===== src/rtl/mem_ctrl_pkg.sv =====
// Shared definitions for the byte-wide memory controller:
// LSB access type codes, IO space selector and FSM state encoding.
package mem_ctrl_pkg;

   localparam logic [3:0] LB  = 4'b0000;
   localparam logic [3:0] LH  = 4'b0001;
   localparam logic [3:0] LW  = 4'b0010;
   localparam logic [3:0] LBU = 4'b0100;
   localparam logic [3:0] LHU = 4'b0101;
   localparam logic [3:0] SB  = 4'b1000;
   localparam logic [3:0] SH  = 4'b1001;
   localparam logic [3:0] SW  = 4'b1010;

   localparam logic [1:0] IO_HI_SEL = 2'b11;

   typedef enum logic [1:0] {
      S_IDLE,
      S_READ,
      S_WRITE,
      S_DONE
   } state_e;

   // Index of the final byte beat for an access type.
   function automatic logic [1:0] last_beat(input logic [3:0] t);
      unique case (t[1:0])
         2'b00:   last_beat = 2'd0;
         2'b01:   last_beat = 2'd1;
         default: last_beat = 2'd3;
      endcase
   endfunction

   // Sign or zero extension of an assembled load word.
   function automatic logic [31:0] extend(input logic [31:0] w,
                                          input logic [3:0]  t);
      unique case (1'b1)
         (t == LB):  extend = {{24{w[7]}}, w[7:0]};
         (t == LH):  extend = {{16{w[15]}}, w[15:0]};
         (t == LBU): extend = {24'd0, w[7:0]};
         (t == LHU): extend = {16'd0, w[15:0]};
         default:    extend = w;
      endcase
   endfunction

endpackage


===== src/rtl/mem_ctrl.sv =====
// Byte-wide RAM/IO sequencer arbitrating ifetch and LSB,
// splitting accesses into byte beats and assembling loads.
module mem_ctrl
   import mem_ctrl_pkg::*;
#(
   parameter logic [1:0] IO_HI     = IO_HI_SEL,
   parameter bit         LSB_FIRST = 1'b1
) (
   input  logic        clk_in,
   input  logic        rst_in,
   input  logic        rdy_in,
   input  logic        clear,
   input  logic        io_buffer_full,
   input  logic [7:0]  mem_din,
   output logic [7:0]  mem_dout,
   output logic [31:0] mem_a,
   output logic        mem_wr,
   input  logic        if_req,
   input  logic [31:0] if_addr,
   output logic        if_done,
   output logic [31:0] if_data,
   input  logic        lsb_req,
   input  logic [3:0]  lsb_type,
   input  logic [31:0] lsb_addr,
   input  logic [31:0] lsb_wdata,
   output logic        lsb_done,
   output logic [31:0] lsb_rdata
);

   state_e      state_q;
   logic        owner_q;
   logic [3:0]  type_q;
   logic [31:0] addr_q;
   logic [31:0] wdata_q;
   logic [31:0] data_q;
   logic [1:0]  cnt_q;
   logic [1:0]  last_q;
   logic        rr_q;
   logic [31:0] mem_a_q;
   logic [7:0]  mem_dout_q;
   logic        mem_wr_q;
   logic        if_done_q;
   logic        lsb_done_q;
   logic [31:0] if_data_q;
   logic [31:0] lsb_rdata_q;

   logic        gnt_lsb_d;
   logic        accept_d;
   logic [31:0] acc_addr_d;
   logic [3:0]  acc_type_d;
   logic        acc_stall_d;
   logic [1:0]  cnt_d;
   logic [31:0] next_a_d;
   logic [7:0]  next_byte_d;
   logic        next_stall_d;
   logic        cur_stall_d;
   logic [31:0] word_d;
   logic [31:0] rdata_d;

   assign mem_dout  = mem_dout_q;
   assign mem_a     = mem_a_q;
   assign mem_wr    = mem_wr_q & rdy_in;
   assign if_done   = if_done_q;
   assign if_data   = if_data_q;
   assign lsb_done  = lsb_done_q;
   assign lsb_rdata = lsb_rdata_q;

   // Pick the requester to serve and the access it describes.
   always_comb begin
      gnt_lsb_d   = lsb_req && (LSB_FIRST || !if_req || !rr_q);
      accept_d    = (lsb_req || if_req) && !clear;
      acc_addr_d  = gnt_lsb_d ? lsb_addr : if_addr;
      acc_type_d  = gnt_lsb_d ? lsb_type : LW;
      acc_stall_d = io_buffer_full && (acc_addr_d[17:16] == IO_HI);
   end

   // Next-beat address, store byte and IO stall conditions.
   always_comb begin
      cnt_d        = cnt_q + 2'd1;
      next_a_d     = addr_q + {30'd0, cnt_d};
      next_byte_d  = wdata_q[{cnt_d, 3'b000} +: 8];
      next_stall_d = io_buffer_full && (next_a_d[17:16] == IO_HI);
      cur_stall_d  = io_buffer_full && (mem_a_q[17:16] == IO_HI);
   end

   // Merge the arriving byte into the load word and extend it.
   always_comb begin
      word_d                        = data_q;
      word_d[{cnt_q, 3'b000} +: 8] = mem_din;
      rdata_d                       = extend(word_d, type_q);
   end

   // Controller FSM with registered memory and handshake outputs.
   always_ff @(posedge clk_in) begin
      if (!rst_in) begin
         state_q     <= S_IDLE;
         owner_q     <= 1'b0;
         type_q      <= LW;
         addr_q      <= '0;
         wdata_q     <= '0;
         data_q      <= '0;
         cnt_q       <= '0;
         last_q      <= '0;
         rr_q        <= 1'b0;
         mem_a_q     <= '0;
         mem_dout_q  <= '0;
         mem_wr_q    <= 1'b0;
         if_done_q   <= 1'b0;
         lsb_done_q  <= 1'b0;
         if_data_q   <= '0;
         lsb_rdata_q <= '0;
      end else if (rdy_in) begin
         if_done_q  <= 1'b0;
         lsb_done_q <= 1'b0;
         unique case (state_q)
            S_IDLE: begin
               if (accept_d) begin
                  owner_q <= gnt_lsb_d;
                  rr_q    <= gnt_lsb_d;
                  type_q  <= acc_type_d;
                  addr_q  <= acc_addr_d;
                  wdata_q <= lsb_wdata;
                  data_q  <= '0;
                  cnt_q   <= '0;
                  last_q  <= last_beat(acc_type_d);
                  mem_a_q <= acc_addr_d;
                  if (gnt_lsb_d && lsb_type[3]) begin
                     state_q    <= S_WRITE;
                     mem_dout_q <= lsb_wdata[7:0];
                     mem_wr_q   <= !acc_stall_d;
                  end else begin
                     state_q  <= S_READ;
                     mem_wr_q <= 1'b0;
                  end
               end
            end
            S_READ: begin
               if (clear) begin
                  state_q  <= S_IDLE;
                  mem_a_q  <= '0;
                  mem_wr_q <= 1'b0;
               end else begin
                  data_q <= word_d;
                  if (cnt_q == last_q) begin
                     state_q <= S_DONE;
                     mem_a_q <= '0;
                     if (owner_q) begin
                        lsb_done_q  <= 1'b1;
                        lsb_rdata_q <= rdata_d;
                     end else begin
                        if_done_q <= 1'b1;
                        if_data_q <= rdata_d;
                     end
                  end else begin
                     cnt_q   <= cnt_d;
                     mem_a_q <= next_a_d;
                  end
               end
            end
            S_WRITE: begin
               if (!mem_wr_q) begin
                  mem_wr_q <= !cur_stall_d;
               end else if (cnt_q == last_q) begin
                  state_q    <= S_DONE;
                  mem_wr_q   <= 1'b0;
                  mem_a_q    <= '0;
                  lsb_done_q <= 1'b1;
               end else begin
                  cnt_q      <= cnt_d;
                  mem_a_q    <= next_a_d;
                  mem_dout_q <= next_byte_d;
                  mem_wr_q   <= !next_stall_d;
               end
            end
            S_DONE: begin
               state_q <= S_IDLE;
            end
         endcase
      end
   end

endmodule


===== config.mk =====
export PLATFORM = sky130hd
export DESIGN_NAME = mem_ctrl
export DESIGN_NICKNAME = d
export VERILOG_FILES = /design/src/rtl/mem_ctrl_pkg.sv /design/src/rtl/mem_ctrl.sv
export SDC_FILE = /design/constraint.sdc
export NUM_CORES = 1
export LEC_CHECK = 0
export ABC_AREA = 1
export CELL_PAD_IN_SITES_DETAIL_PLACEMENT = 2
export CELL_PAD_IN_SITES_GLOBAL_PLACEMENT = 2
export CORE_ASPECT_RATIO = 2
export CORE_MARGIN = 4
export CORE_UTILIZATION = 28
export CTS_CLUSTER_SIZE = 12
export DETAILED_ROUTE_END_ITERATION = 8
export HOLD_SLACK_MARGIN = 0.06
export PLACE_DENSITY_LB_ADDON = 0.1
export SLEW_MARGIN = 5
export SYNTH_ARGS = -nofsm -noshare
export SYNTH_HDL_FRONTEND = slang
export SYNTH_SLANG_ARGS = --single-unit

===== constraint.sdc =====
create_clock -name clk_in -period 3.2 [get_ports clk_in]
set_input_delay 0.48 -clock clk_in [delete_from_list [all_inputs] [get_ports clk_in]]
set_output_delay 0.48 -clock clk_in [all_outputs]
set_load 0.005 [all_outputs]

==> reports/results.txt <==
post-cts sizing count: 0
routed wire length: 46.8 mm
Final Cycle Share: 85.4%
Clock transition at path regs: 0.06 ns
Sum Neg Setup Slack: 0 ns
I/O Buffers: 221
endpoints failing setup: 0
io pins: 222
total grt overflow: 0
CTS max path bufs: 3
hold_ws: 0.339 ns
crit-path max FO: 5
Fin Clk Skew: 0.0277 ns
Hold Vio Cnt, Final: 0
detailed router's first-iteration violation count: 403
router iterations before antenna repair: 4
CTS root buf: clkbuf_16
routability cong.: 0.913
critical path data required time: 3.61 ns
maxcap violations: 0
status: completed
core box area: 35800 µm²
Pwr Density: 514 nW/µm²
area grow syn2layout: 32.6%
top_reg_cell synth: dfxtp_1
unrepaired setup endpoints after global routing: no
die width: 143 µm
antenna cells: 0
Initial Util: 28.4%
Register Area: 4280 µm²
Hold-fix buffers, CTS: 0
Total Die Area: 39600 µm²
GRT Total Usage: 23.2%
Die Ht: 277 µm
HPWL Detailed: 35.7 mm
filler cell count: 4223
Worst Tran Pin Value: 0.779 ns
DRC viols: 0
EDFF count, synth: 0
Mapped Area: 10200 µm²
f_max: 366 MHz
Tmin final: 2.73 ns
via count: 10700
max_slew headroom: 47.9%
post-synthesis sequential area ratio: 42.2%
Synth Instances: 1415
Via density: 5.17
Final Util: 37.6%
clock latency on the worst-skew pair: 0.54 ns
H-tree depth: 1
Leakage Power: 4.94 nW
Mapped Nets: 1542
Site Rows: 98
Hold WC Path Type: in -> reg
vias in the first global route: 11900
Worst Setup End Kind: register
Mean Syn Cell Area: 7.18 µm²
CP Class: reg -> reg
Yosys reg bits: 214
crit path DAT: 3.14 ns
Async SR Flop Fraction: 0%
largest net degree at the start of global routing: 98
CTS tree: yes
initial antenna violation count: 0
setup repair bufs after CTS: 0
Synth cell types: 48
CTS sink cnt: 214
area of the multi-input gates: 4930 µm²
VDD IR max: 0.436 mV
Syn. warnings: 0
layout cells sized above 1: 6.26%
Final ANT Viol Nets: 0
max-slew violations: 0
routed len/inst: 22.7 µm
Num CTS Buffers: 23
# nets final: 1728
startpoint types: register
first-pass GRT wire length: 70.9 mm
==> where the power goes <==
part | switching, mW | total [mW] | internal (mW) | leakage (nW)
clock | 1.15 | 2.66 | 1.51 | 0.353
sequential | 0.113 | 2.93 | 2.81 | 1.74
combinational | 0.814 | 1.34 | 0.524 | 2.85
==> worst max-delay path: stages (launching register included) <==
cell	delay, ns
dfxtp_1	0.41
inv_1	0.11
ha_1	0.37
inv_2	0.06
fa_1	0.44
nor2_1	0.31
nand2_1	0.20
o21ai_0	0.27
nand2_1	0.08
nor2_1	0.09
nand2_1	0.05
nand2_1	0.05
nand2_1	0.05
nand2_1	0.06
a21oi_1	0.06
==> cell type report <==
class,count,area share (%)
Multi-Input combinational cell,977,36.6
Sequential cell,214,31.8
Timing Repair Buffer,248,18.3
Clock buffer,34,4.95
Tap cell,450,4.18
Inverter,137,3.82
Clock inverter,4,0.362
==> synth_stat cells (2+ instances only) <==
cell / number / area share [%]
a21o_1: 2 / 0.15
a21oi_1: 245 / 12
a21oi_2: 2 / 0.17
a22oi_1: 27 / 2.0
a31oi_1: 4 / 0.25
and2_1: 7 / 0.43
buf_2: 27 / 1.3
buf_4: 5 / 0.37
buf_6: 9 / 1.0
clkbuf_1: 45 / 1.7
dfxtp_1: 214 / 42
ha_1: 11 / 1.4
inv_1: 119 / 4.4
inv_2: 16 / 0.59
mux2i_1: 17 / 1.7
nand2_1: 252 / 9.3
nand2_2: 2 / 0.12
nand3_1: 32 / 1.6
nand4_1: 8 / 0.49
nand4_4: 2 / 0.42
nor2_1: 122 / 4.5
nor2_2: 4 / 0.25
nor2_4: 2 / 0.22
nor3_1: 16 / 0.79
o211ai_1: 10 / 0.74
o211ai_2: 2 / 0.25
o21a_1: 3 / 0.22
o21ai_0: 138 / 6.8
o21ai_1: 30 / 1.5
o221ai_1: 2 / 0.17
o22ai_1: 23 / 1.4
==> sequential cells by signal (all words and copies together) (netlist names) <==
register / cells
cnt_q: 2
type_q: 4
mem_dout: 8
mem_a: 32
if_done: 1
last_q: 2
owner_q: 1
lsb_done: 1
mem_wr_q: 1
state_q: 2
if_data: 32
wdata_q: 32
data_q: 32
lsb_rdata: 32
addr_q: 32
==> cell families after synthesis <==
logic type      Yosys count  synth area share (%)
flops                   214                  42.2
xor+xnor                  2                 0.246
fa+ha+maj                12                  1.55
compound gates          494                  26.3
buf+inv                 224                  9.47
simple gates            452                  18.6
mux                      17                  1.67
==> worst paths after layout <==
| check | slack [ns] | cells after the start | endpoint | startpoint |
|---|---|---|---|---|
| worst max register to register | 0.47 | 14 | mem_wr_q | cnt_q[1] |
| worst min register to register | 0.46 | 2 | wdata_q[5] | wdata_q[5] |
| worst max-delay path | 0.47 | 14 | mem_wr_q | cnt_q[1] |
| worst min-delay path | 0.34 | 3 | owner_q | lsb_req |
==> routing by layer <==
layer	share of wire (%)	GRT usage, %	vias up
met5	0	0	-
met4	4.9	9.95	0
met3	2.5	2.04	85
met2	60	48.5	212
met1	33	21.6	5271
li1	-	-	5103
==> stage by stage <==
step | setup slack [ns] | cell area, µm² | power (mW) | cells
after floorplan | 0.438 | 10200 | 3.64 | 1415
after global placement | 0.470 | 12800 | 4.31 | 2026
after detailed placement | 0.419 | 12800 | 4.34 | 2026
after CTS | 0.451 | 13500 | 7.04 | 2064
after global routing | 0.185 | 13500 | 7.26 | 2064
final | 0.467 | 13500 | 6.93 | 2064
==> cells in the final DEF (no fill, tap or decap), types with 3 or more instances in the layout <==
master           Yosys  routed
nor2_4               2       3
clkbuf_16            0      23
o21ai_0            138     138
o21ai_1             30      30
buf_4                5      23
nor3_1              16      16
clkbuf_1            45       6
inv_1              119     118
o21a_1               3       3
ha_1                11      11
a31oi_1              4       4
buf_12               0       5
inv_2               16      17
mux2i_1             17      17
and2_1               7       7
nand3_1             32      32
clkbuf_8             0       5
o211ai_1            10      10
nand2_1            252     251
clkdlybuf4s50_1      0     219
a21oi_1            245     245
clkinv_2             1       3
nor2_2               4       4
a22oi_1             27      27
o22ai_1             23      23
dfxtp_1            214     214
nor2_1             122     121
nand4_1              8       8
No activity file was read; power rests on OpenSTA's default activity.
